===== src/rtl/ext_mem_port.sv =====
// Initiator for the external-memory word protocol: splits read/write bursts into
// single-word bus strobes and returns read data in order through a small credit-limited FIFO.
module ext_mem_port #(
  parameter int DEPTH  = 4,
  parameter int LEN_W  = 16,
  parameter int ADDR_W = 32,
  parameter int DATA_W = 32
) (
  input  logic              clk,
  input  logic              rst,
  input  logic              cmd_valid,
  output logic              cmd_ready,
  input  logic              cmd_write,
  input  logic [ADDR_W-1:0] cmd_addr,
  input  logic [LEN_W-1:0]  cmd_len,
  input  logic              wr_valid,
  output logic              wr_ready,
  input  logic [DATA_W-1:0] wr_data,
  output logic              rd_valid,
  input  logic              rd_ready,
  output logic [DATA_W-1:0] rd_data,
  output logic              request_extmem,
  output logic              write_extmem,
  output logic [ADDR_W-1:0] addr_extmem,
  output logic [DATA_W-1:0] w_data,
  input  logic              valid_extmem,
  input  logic [DATA_W-1:0] data_extmem,
  output logic              finish,
  output logic              err_unexp,
  output logic [63:0]       busy_cnt
);

  localparam int PTR_W = $clog2(DEPTH);
  localparam int CNT_W = PTR_W + 1;

  localparam logic [1:0] IDLE = 2'd0;
  localparam logic [1:0] RD   = 2'd1;
  localparam logic [1:0] WR   = 2'd2;
  localparam logic [1:0] DONE = 2'd3;

  logic [1:0]        state_q, state_d;
  logic [ADDR_W-1:0] base_q, base_d;
  logic [ADDR_W-1:0] addr_q, addr_d;
  logic [LEN_W-1:0]  len_q, len_d;
  logic [LEN_W-1:0]  i_q, i_d;
  logic [CNT_W-1:0]  out_q, out_d;
  logic [CNT_W-1:0]  count_q, count_d;
  logic [PTR_W-1:0]  wr_ptr_q, wr_ptr_d;
  logic [PTR_W-1:0]  rd_ptr_q, rd_ptr_d;
  logic [DATA_W-1:0] mem_q [DEPTH];
  logic [DATA_W-1:0] mem_d [DEPTH];
  logic [DATA_W-1:0] w_data_q, w_data_d;
  logic              req_q, req_d;
  logic              write_q, write_d;
  logic              err_q, err_d;
  logic [63:0]       busy_q, busy_d;

  logic              push, pop, issue, wr_fire;
  logic [CNT_W:0]    credit_used;

  assign cmd_ready      = (state_q == IDLE);
  assign wr_ready       = (state_q == WR) && (i_q < len_q);
  assign rd_valid       = (count_q != '0);
  assign rd_data        = mem_q[rd_ptr_q];
  assign request_extmem = req_q;
  assign write_extmem   = write_q;
  assign addr_extmem    = addr_q;
  assign w_data         = w_data_q;
  assign finish         = (state_q == DONE);
  assign err_unexp      = err_q;
  assign busy_cnt       = busy_q;

  // A word popped this cycle frees its slot, so it may be re-credited immediately.
  assign push        = valid_extmem && (out_q != '0);
  assign pop         = rd_valid && rd_ready;
  assign credit_used = {1'b0, out_q} + {1'b0, count_q} - {{CNT_W{1'b0}}, pop};
  assign issue       = (state_q == RD) && (i_q < len_q) && (credit_used < (CNT_W+1)'(DEPTH));
  assign wr_fire     = wr_valid && wr_ready;

  always_comb begin
    state_d  = state_q;
    base_d   = base_q;
    len_d    = len_q;
    i_d      = i_q;
    addr_d   = addr_q;
    w_data_d = w_data_q;
    req_d    = 1'b0;
    write_d  = 1'b0;
    err_d    = err_q | (valid_extmem && (out_q == '0));
    busy_d   = (state_q != IDLE) ? busy_q + 64'd1 : busy_q;

    case (state_q)
      IDLE: begin
        if (cmd_valid) begin
          base_d = cmd_addr;
          len_d  = cmd_len;
          i_d    = '0;
          busy_d = '0;
          if (cmd_len == '0)  state_d = DONE;
          else if (cmd_write) state_d = WR;
          else                state_d = RD;
        end
      end
      RD: begin
        if (issue) begin
          req_d  = 1'b1;
          addr_d = base_q + ADDR_W'(i_q);
          i_d    = i_q + LEN_W'(1);
        end
        if ((i_q == len_q) && (out_q == '0) && (count_q == '0)) state_d = DONE;
      end
      WR: begin
        if (wr_fire) begin
          write_d  = 1'b1;
          addr_d   = base_q + ADDR_W'(i_q);
          w_data_d = wr_data;
          i_d      = i_q + LEN_W'(1);
        end
        if (i_q == len_q) state_d = DONE;
      end
      default: state_d = IDLE;
    endcase
  end

  always_comb begin
    out_d    = out_q;
    count_d  = count_q;
    wr_ptr_d = wr_ptr_q;
    rd_ptr_d = rd_ptr_q;
    mem_d    = mem_q;
    if (issue && !push)      out_d = out_q + CNT_W'(1);
    else if (!issue && push) out_d = out_q - CNT_W'(1);
    if (push) begin
      mem_d[wr_ptr_q] = data_extmem;
      wr_ptr_d        = wr_ptr_q + PTR_W'(1);
    end
    if (pop) rd_ptr_d = rd_ptr_q + PTR_W'(1);
    if (push && !pop)      count_d = count_q + CNT_W'(1);
    else if (!push && pop) count_d = count_q - CNT_W'(1);
  end

  always_ff @(posedge clk or negedge rst) begin
    if (!rst) begin
      state_q  <= IDLE;
      base_q   <= '0;
      len_q    <= '0;
      i_q      <= '0;
      addr_q   <= '0;
      w_data_q <= '0;
      req_q    <= 1'b0;
      write_q  <= 1'b0;
      err_q    <= 1'b0;
      busy_q   <= '0;
      out_q    <= '0;
      count_q  <= '0;
      wr_ptr_q <= '0;
      rd_ptr_q <= '0;
      for (int k = 0; k < DEPTH; k++) mem_q[k] <= '0;
    end else begin
      state_q  <= state_d;
      base_q   <= base_d;
      len_q    <= len_d;
      i_q      <= i_d;
      addr_q   <= addr_d;
      w_data_q <= w_data_d;
      req_q    <= req_d;
      write_q  <= write_d;
      err_q    <= err_d;
      busy_q   <= busy_d;
      out_q    <= out_d;
      count_q  <= count_d;
      wr_ptr_q <= wr_ptr_d;
      rd_ptr_q <= rd_ptr_d;
      mem_q    <= mem_d;
    end
  end

endmodule


===== config.mk =====
export PLATFORM = sky130hd
export DESIGN_NAME = ext_mem_port
export DESIGN_NICKNAME = d
export VERILOG_FILES = /design/src/rtl/ext_mem_port.sv
export SDC_FILE = /design/constraint.sdc
export NUM_CORES = 1
export LEC_CHECK = 0
export CORE_UTILIZATION = 40
export CTS_BUF_LIST = sky130_fd_sc_hd__clkbuf_16
export DETAILED_ROUTE_END_ITERATION = 16
export HOLD_SLACK_MARGIN = 0.03
export PLACE_DENSITY_LB_ADDON = 0.1
export SKIP_LAST_GASP = 1
export SLEW_MARGIN = 20
export SYNTH_ARGS = -nofsm -noshare
export SYNTH_HDL_FRONTEND = slang
export SYNTH_SLANG_ARGS = --single-unit

===== constraint.sdc =====
create_clock -name clk -period 3.86 [get_ports clk]
set_clock_uncertainty 0.2 [all_clocks]
set_input_delay 0.579 -clock clk [delete_from_list [all_inputs] [get_ports clk]]
set_output_delay 0.579 -clock clk [all_outputs]
set_load 0.01 [all_outputs]

### Yosys cells after proc, flatten, opt, wreduce, memory -nomap -nowiden

Index checks and enable logic that the tools add are counted.
Widths: inputs -> output; s select.

| operators by class | value |
|---|---|
| muxes and demuxes | 30 |
| equal/unequal tests | 9 |
| reduce and logical (&&, ||, !) cells | 33 |
| $add $sub $neg | 11 |
| bitwise gates (word level) | 3 |
| order comparisons | 5 |

Operators by type and width:

| kind | count |
|---|---|
| $mux 64 | 3 |
| $mux 32 | 5 |
| $bwmux 128 | 1 |
| $add 64x1->64 const B | 1 |
| $bmux 32 s2 | 1 |
| $demux 32 s2 | 1 |
| $pmux 32 s2 | 1 |
| $mux 16 | 3 |
| $pmux 16 s3 | 1 |
| $add 32x16->32 | 1 |
| $add 16x1->16 const B | 1 |
| $eq 16x16->1 | 1 |
| $logic_not 16->1 | 1 |
| $lt 16x16->1 | 1 |
| $logic_and 1x1->1 | 14 |
| $mux 3 | 4 |
| $mux 2 | 5 |
| $reduce_bool 3->1 | 3 |
| $reduce_bool 2->1 | 4 |
| $add 3x1->3 const B | 2 |
| $ge 3x3->1 const B | 2 |
| $logic_not 3->1 | 2 |
| $ne 2x2->1 const B | 3 |
| $not 2->3 | 2 |
| 17 further kinds | 28 |

| word-level totals | value |
|---|---|
| output and inout bits | 167 |
| logic and storage cells | 109 |
| flip-flop bits (word level) | 335 |

### Longest topological paths before layout

Gate-level depths: netlist of run 1.

| logic depth | value |
|---|---|
| word-level depth | 9 |
| gate-level depth with buffers | 18 |
| mapped depth without buffers | 18 |

### Least setup slack after synthesis of run 1

Ideal clock, no wire load.

| timing | value |
|---|---|
| kind | reg-to-reg |
| start point | register count_q[0] |
| end point | register out_q[2] |
| library setup time | 0.080 ns |
| clock period less this slack | 3.684 ns |
| arrival | 3.404 ns |
| data required time | 3.580 ns |
| cell stages (with the launch flop) | 19 |
| path buffers | 0 |
| path slack | 0.176 ns |
| cells stage by stage | dfrtp_1 > inv_1 > nand3_1 > nand2_1 > inv_1 > ha_1 > inv_1 > ha_1 > and3b_1 > or4_4 > and3_1 > nor4_2 > and2_1 > ha_1 > inv_1 > fa_1 > xor2_1 > nor2_1 > xnor2_1 |

| on the way | value |
|---|---|
| longest elaborated chain between the ends | 8 |
| elaborated cells between the ends (all ways) | 11 |

RTL lines:

| what | RTL line | source |
|---|---|---|
| from (decl) | 47 | `logic [CNT_W-1:0] count_q, count_d;` |
| from (signal assigned) | 171 | `count_q <= count_d;` |
| $reduce_bool 3->1 (*) | 63 | `assign rd_valid = (count_q != '0);` |
| via rd_valid | 19 | `output logic rd_valid,` |
| $logic_and 1x1->1 (*) | 75 | `assign pop = rd_valid && rd_ready;` |
| via pop | 58 | `logic push, pop, issue, wr_fire;` |
| $sub 4x1->4 (*) | 76 | `assign credit_used = {1'b0, out_q} + {1'b0, count_q} - {{CNT_W{1'b0}}, pop};` |
| $lt 4x3->1 (*) | 77 | `assign issue = (state_q == RD) && (i_q < len_q) && (credit_used < (CNT_W+1)'(DEPTH));` |
| $logic_and 1x1->1 (*) | 77 |  |
| $logic_not 1->1 | 132 | `else if (!issue && push) out_d = out_q - CNT_W'(1);` |
| $logic_and 1x1->1 | 132 |  |
| $reduce_bool 2->1 (no source line) | n/a |  |
| to (signal assigned) | 170 | `out_q <= out_d;` |
| to (decl) | 46 | `logic [CNT_W-1:0] out_q, out_d;` |

Mark *: on every way through the listed nets, which the timed path passes. The rest lies on a longest branch.
A chain may end at the register's enable or synchronous reset.

### Worst setup path in the final report of run 1

| timing | value |
|---|---|
| start point | input rd_ready |
| end point | register out_q[2] |

| on the way | value |
|---|---|
| longest elaborated chain between the ends | 7 |
| elaborated cells between the ends (all ways) | 9 |

RTL lines:

| what | RTL line | source |
|---|---|---|
| from (decl) | 20 | `input logic rd_ready,` |
| $logic_and 1x1->1 (*) | 75 |  |
| via pop | 58 |  |
| $sub 4x1->4 (*) | 76 |  |
| $lt 4x3->1 (*) | 77 |  |
| $logic_and 1x1->1 (*) | 77 |  |
| $logic_not 1->1 | 132 |  |
| $logic_and 1x1->1 | 132 |  |
| $reduce_bool 2->1 (no source line) | n/a |  |

Marks and branches as above.

==> results of run 1 <==
worst max-delay path, stage by stage:
cell,delay (ns)
clkdlybuf4s50_1,0.54
nand2_1,0.09
inv_1,0.08
ha_1,0.14
inv_1,0.04
ha_1,0.25
and3b_1,0.18
or4_4,0.49
and3_4,0.17
nor4_4,0.25
and2_1,0.17
ha_2,0.18
inv_1,0.05
fa_1,0.37
xor2_1,0.17
nor2_1,0.13
xnor2_1,0.13
per-stage QoR:
stage          utilization, %  setup TNS (ns)  hold slack, ns  std cells
5_1_grt                  53.0         -0.0377           0.266       2308
3_5_place_dp             49.9           -2.56           0.247       2234
6_report                 53.0               0           0.260       2308
2_1_floorplan               -               0          0.0834       1446
3_3_place_gp             49.9           -2.22           0.245       2234
4_1_cts                  52.8               0           0.258       2302
synthesized netlist by cell type, drive strengths merged, types with 3 or more instances:
library cell / instances
a21oi: 32
o21a: 5
o221ai: 10
nor4: 16
dfrtp: 335
o31ai: 17
o22ai: 3
xnor2: 36
inv: 55
nand3: 63
clkbuf: 33
nand3b: 12
nand2: 254
nor2: 42
nor3: 28
and4: 9
nand4: 24
mux4: 32
or4b: 4
ha: 49
fa: 3
and2: 6
mux2: 162
o211ai: 16
a21o: 13
o21ai: 73
mux2i: 16
nand2b: 3
buf: 25
xor2: 11
and3: 19
a31oi: 7
a211o: 3
or3: 8
how the worst max path moves through the flow:
stage | from | to | cells after the start | slack (ns)
2_1_floorplan | count_q[0] | out_q[2] | 18 | 0.18
3_3_place_gp | rd_ready | out_q[2] | 17 | -0.33
3_5_place_dp | rd_ready | out_q[2] | 17 | -0.34
4_1_cts | i_q[15] | wr_ready | 7 | 0.02
5_1_grt | i_q[13] | wr_ready | 7 | -0.04
6_report | rd_ready | out_q[2] | 17 | 0.13
cell families after synthesis:
family,count (synthesis),synth area share (%)
adders and majority gates,52,4.16
DFF,335,51.8
muxes,210,16.7
and+or+nand+nor,497,14.7
AOI/OAI and AO/OA,191,7.37
xor gates and xnor gates,47,2.54
buffers and inverters,114,2.71
flip-flops by register name, indices dropped and copies added, names as in the netlist:
signal          flops
mem_q             128
i_q                16
w_data             32
wr_ptr_q            2
write_extmem        1
out_q               3
rd_ptr_q            2
addr_extmem        32
count_q             3
busy_cnt           64
base_q             32
request_extmem      1
err_unexp           1
state_q             2
len_q              16
cell type report:
| class | instances | area [µm²] |
|---|---|---|
| Inverter | 56 | 210 |
| Clock buffer | 41 | 1030 |
| Fill cell | 3638 | 18700 |
| Sequential cell | 335 | 8380 |
| Clock inverter | 26 | 111 |
| Multi-Input combinational cell | 997 | 7400 |
| Tap cell | 525 | 657 |
| Timing Repair Buffer | 328 | 3310 |
power breakdown:
| group | leakage, nW | total (mW) | switching [mW] | internal (mW) |
|---|---|---|---|---|
| sequential | 4.18 | 5.74 | 0.812 | 4.92 |
| clock | 0.595 | 3.34 | 1.44 | 1.90 |
| combinational | 4.28 | 7.17 | 3.26 | 3.91 |
| total | 9.05 | 16.2 | 5.51 | 10.7 |
metal layers:
metal / track usage, % / wire length (µm) / vias to the layer above
li1: - / - / 5783
met1: 27.0 / 18400 / 5987
met2: 32.1 / 19400 / 224
met3: 4.46 / 2040 / 67
met4: 6.04 / 1010 / 0
met5: 0 / 0 / -
repair_timing:
action / CTS / global route
hold buffers: 1 / 0
endpoints found under the setup margin: 1 / 3
buffers inserted: 0 / 6
resized for setup: 1 / 8
gates cloned: 0 / 0
hold endpoints to repair: 86 / 0
pin swaps: 0 / 6
==> flow_summary_export.csv, run 1 <==
group,metric,value,unit
yosys,synth_largest_area_cell,"dfrtp_1",
clock_network,cts-root-buf,"clkbuf_16",
finish,fin_area,0.0211,mm²
status,status,"finished clean",
yosys,synth_area,0.0162,mm²
clock_network,h-tree-depth,2,
yosys,synthCells,1446,
drt,drtIter0Drc,568,
yosys,ys.flop_type,"dfrtp_1",
worst_setup_path,path_class,"input port to flop",
placement,portBuffers,285,
drt,viasPerCell,5.23,
yosys,syn-num-nets,1617,
clock_network,clock_sinks,335,
power,p_per_area,770,mW/mm²
worst_setup_path,rr_worst_depth,18,
drt,drt.antenna.violating_nets,0,
sta,worst_slack,0.132,ns
sta,finalHoldViolCount,0,
drt,dr_total_vias,12100,
sta,maxSlewViolCount,0,
global_routing,antenna_found_initial,0,
worst_setup_path,arrival,3.99,ns
yosys,ys_top_cells_by_area,"dfrtp_1 (52%), mux2_2 (11%), nand2_1 (5.9%)",
drt,firstDrtPassIters,5,
sta,setup_viol,0,
power,power.leakage,9.05,nW
worst_setup_path,r2r_end,"out_q[2]",
yosys,synth_enable_flop_cells,0,
worst_setup_path,path_max_fanout,3,
yosys,ys_seq_area_share,51.8,%
worst_setup_path,end_kind,"flop",
sta,relSlewSlack,36.5,%
min_path,hold-path-endpoint,"err_unexp",
placement,pre_cts_ws,-0.341,ns
power,total_power,16.2,mW
worst_setup_path,crit_path_start_kind,"input port",
yosys,ys_types,58,
min_path,hp-class,"flop to flop",
floorplan,io_pins,286,
yosys,ys_ff_latch,335,
sta,period_share,96.6,%
global_routing,grt_max_degree,93,
drt,drc,0,
global_routing,groute.usage.overall,20.0,%
sta,period_needed,3.73,ns
yosys,ys_warn_count,0,
floorplan,die_h,203,µm
yosys,avgSynthCellArea,11.2,µm²
finish,mostFrequentLayoutCells,"dfrtp_1 (334), clkdlybuf4s50_1 (284), nand2_1 (253)",
floorplan,coreArea,0.0398,mm²
min_path,hold_start,"err_unexp",
min_path,min_path_cells,1,
floorplan,initial_utilization,40.6,%
sta,rsz0062_at_grt,"true",
yosys,synth-async-reset-ratio,100,%
clock_network,cts_tree,"yes",
floorplan,die_x,203,µm
sta,clock.fmax,0.268,GHz
flow_run,drv_cap,0,
finish,layout_commonest_cell,"dfrtp_1",
finish,drive_gt1_share,17.2,%
finish,antenna_cells,0,
placement,dpl.hpwl,28100,µm
yosys,netlist.area_leader.share,51.8,%
clock_network,path_clk_slew,0.06,ns
worst_setup_path,cp.required,4.13,ns
global_routing,grt_pass1_wl,65200,µm
worst_setup_path,reg2reg_from,"count_q[0]",
placement,place_area,0.0199,mm²
finish,area_delta_synth_final,30.4,%
drt,wire_per_inst,17.7,µm
placement,gp_congestion,0.814,
global_routing,overflow,0,
global_routing,grt_pass1_vias,12000,
drt,wirelength,40900,µm
worst_setup_path,rrSetupSlack,0.16,ns
finish,final_net_count,1928,
floorplan,die_area,0.0413,mm²
clock_network,clkLatencyLatePin,0.55,ns
power,vdd_drop_max,297,µV
sta,worst_slew_pin_slew,0.953,ns
clock_network,clockBufferDepth,3,
clock_network,numCtsBuffers,39,
floorplan,row_count,73,
No activity file was read; power rests on OpenSTA's default activity.
==> run 2, diff against run 1 <==
--- a/config.mk
+++ b/config.mk
@@ -5,6 +5,7 @@
 export SDC_FILE = /design/constraint.sdc
 export NUM_CORES = 1
 export LEC_CHECK = 0
+export ABC_AREA = 1
 export CORE_UTILIZATION = 40
 export CTS_BUF_LIST = sky130_fd_sc_hd__clkbuf_16
 export DETAILED_ROUTE_END_ITERATION = 16
==> run 2 against run 1 <==
  * Clock-buffer cell count is the same
  * Worst hold slack improved by 0.0071 ns
  * Largest cell class unchanged
  * Clock power up 12%
  * Highest routed layer is now met5
==> flow_summary_export.csv, run 2 <==
group,metric,value,unit
status,status,"finished clean",
power,internal_power,9.80,mW
yosys,synth_most_common_cell,"nand2_1",
clock_network,clockBufferDepth,3,
finish,top_register,"mem_q",
clock_network,path_clk_slew,0.06,ns
sta,finalHoldWorstSlack,0.267,ns
yosys,ys_warn_count,0,
yosys,ys.flop_type,"dfrtp_1",
drt,firstDrtPassIters,5,
finish,mostFrequentLayoutCells,"nand2_1 (761), dfrtp_1 (334), clkdlybuf4s50_1 (284)",
yosys,synth_compound_area_share,10.5,%
placement,gp_congestion,0.909,
clock_network,cts_setup_buffers,0,
yosys,synth_area,0.0178,mm²
global_routing,groute.usage.overall,23.1,%
drt,wirelength,51700,µm
clock_network,h-tree-depth,2,
worst_setup_path,crit_path_cell_trace,"ha_1 -> a21oi_1 -> nand2_1 -> a21oi_2 -> nand2_1 -> inv_1 -> nand2_1 -> inv_1 -> clkdlybuf4s50_1",
yosys,synthCells,2353,
worst_setup_path,crit_path_start_kind,"flop",
placement,portBuffers,285,
global_routing,antenna_found_initial,4,
power,p_per_area,706,mW/mm²
sta,maxSlewViolCount,0,
finish,largest_reg_flops,128,
sta,relSlewSlack,49.1,%
drt,drtIter0Drc,1169,
worst_setup_path,cp_common_cell,"nand2_1",
yosys,ys_seq_area_share,47.0,%
drt,routed-wl-met3,2800,µm
yosys,synthSimpleGateAreaFrac,29.9,%
clock_network,cts-root-buf,"clkbuf_16",
floorplan,io_pins,286,
yosys,synth_commonest_cells,"nand2_1 (762), dfrtp_1 (335), o21ai_0 (274)",
placement,dpl.hpwl,36900,µm
floorplan,die_x,213,µm
drt,drc,0,
worst_setup_path,cpPeakStageDelay,0.53,ns
drt,highest_layer,"met5",
floorplan,die_h,213,µm
power,pwr-share-clk,23.3,%
sta,clock.fmax,0.274,GHz
finish,fin_area,0.0227,mm²
worst_setup_path,arrival,2.87,ns
global_routing,grt_max_degree,89,
finish,final_net_count,2795,
yosys,synth-async-reset-ratio,100,%
sta,worst_slack,0.213,ns
yosys,synthMuxAreaShare,0.393,%
sta,period_needed,3.65,ns
power,switching_share,38.8,%
yosys,synth_enable_flop_cells,0,
worst_setup_path,path_max_fanout,7,
sta,worst_slew_pin_slew,0.759,ns
finish,drive_gt1_share,5.08,%
drt,dr_total_vias,16200,
yosys,ys_ff_latch,335,
power,pwr-share-seq,35.3,%
floorplan,initial_utilization,40.4,%
global_routing,grt_pass1_wl,83200,µm
min_path,hp-class,"flop to flop",
sta,final.setup.tns,0,ns
power,p_comb_share,41.4,%
power,vdd_drop_max,306,µV
drt,wl_met2,23900,µm
worst_setup_path,cp.required,3.08,ns
worst_setup_path,end_kind,"output port",
floorplan,row_count,77,
yosys,ys_top_cells_by_area,"dfrtp_1 (47%), nand2_1 (16%), o21ai_0 (7.7%)",
yosys,synthXorXnorAreaFrac,1.52,%
yosys,synth_largest_area_cell,"dfrtp_1",
yosys,ys_types,49,
sta,period_share,94.5,%
clock_network,cts_tree,"yes",
drt,wl_met1,23800,µm
finish,area_delta_synth_final,27.1,%
placement,place_area,0.0214,mm²
clock_network,numCtsBuffers,41,
clock_network,clock_sinks,335,
power,total_power,16.0,mW
floorplan,die_area,0.0454,mm²
sta,setup_viol,0,
flow_run,drv_cap,0,
finish,num-fill-cells,4444,
finish,fin_cells,3250,
power,power.leakage,10.8,nW
finish,layout_commonest_cell,"nand2_1",
floorplan,coreArea,0.0441,mm²
placement,post-place-cells,3172,
drt,viasPerCell,4.99,
worst_setup_path,path_class,"flop to output port",
clock_network,clkLatencyLatePin,0.57,ns
yosys,synth_adder_area_share,3.77,%
power,p_switching,6.20,mW
worst_setup_path,slowest_stage,"clkdlybuf4s50_1",
yosys,netlist.area_leader.share,47.0,%
drt,wire_per_inst,15.9,µm
sta,finalHoldViolCount,0,
global_routing,overflow,0,
placement,pre_cts_ws,0.293,ns
global_routing,grt_pass1_vias,15900,
yosys,syn-num-nets,2524,
sta,rsz0062_at_grt,"false",
finish,final_core_util,51.4,%
yosys,synth_top_family_by_area,"simple AND/OR/NAND/NOR gates",
yosys,avgSynthCellArea,7.58,µm²
drt,drt.antenna.violating_nets,0,
-- run 2: cell types whose count changed after synthesis, moves of 16 or more --
cell      change
nand2_1     +508
o21ai_0     +206
inv_1       +171
nor2_1      +169
mux2_2      -162
nand3_1      +76
clkbuf_1     +32
mux4_2       -32
o22ai_1      +29
xnor2_1      -28
nand4_1      +25
and3_1       -18
buf_1        -16
o31ai_1      -16
-- run 2: critical path, delay by kind of cell (launching register included) --
family                   cells  cell delay [ns]
AND/OR/NAND/NOR              3             0.34
adder cells (fa/ha/maj)      1             0.35
flip-flops                   1             0.47
AO/OA/AOI/OAI                2             0.44
buffers and inverters        3             0.69
-- run 2: what timing repair did --
action,in CTS,in global routing
resized for setup,0,1
hold endpoints to repair,81,0
hold buffers,1,0
setup endpoints to repair,0,1
-- run 2: routing by layer --
layer,GRT usage (%),vias up
li1,-,8133
met1,32.0,7613
met2,36.7,379
met3,4.37,82
met4,6.48,2
met5,0,-
-- run 2: final timing paths --
check	endpoint	slack, ns	depth (start not counted)	startpoint
min	addr_extmem[7]	0.27	2	addr_extmem[7]
max in group asynchronous	base_q[23]	2.04	3	rst
max	wr_ready	0.21	9	i_q[11]
min reg2reg	addr_extmem[7]	0.27	2	addr_extmem[7]
min in group asynchronous	busy_cnt[41]	0.39	2	rst
max reg2reg	out_q[2]	0.61	20	count_q[0]
-- run 2: cell families (layout without fill, tap and decap cells) --
logic type / count (synthesis) / count (layout)
AND/OR/NAND/NOR: 1252 / 1252
AO/OA/AOI/OAI: 356 / 356
flip-flops: 335 / 335
buffers and inverters: 320 / 622
adder cells (fa/ha/maj): 52 / 52
XOR/XNOR: 31 / 31
multiplexers: 7 / 7
other: 0 / 3
-- run 2: power by group through the flow --
stage                     sequential, mW  clock [mW]  combinational (mW)
after floorplan                     5.61           0                3.84
after global placement              5.67           0                6.56
after detailed placement            5.69           0                6.68
after CTS                           5.66        3.84                6.70
after global routing                5.81        3.99                7.45
final                               5.65        3.73                6.61
-- run 2: area by class of cell --
| class | instances | area (µm²) | share of cell area (%) |
|---|---|---|---|
| antenna | 3 | 7.51 | 0.0331 |
| clock buffer | 41 | 1030 | 4.53 |
| clock inverter | 33 | 263 | 1.16 |
| inverter | 238 | 896 | 3.95 |
| multi-input combinational | 1698 | 8230 | 36.3 |
| sequential | 335 | 8380 | 37.0 |
| tap | 592 | 741 | 3.27 |
| timing repair buffer | 310 | 3120 | 13.8 |
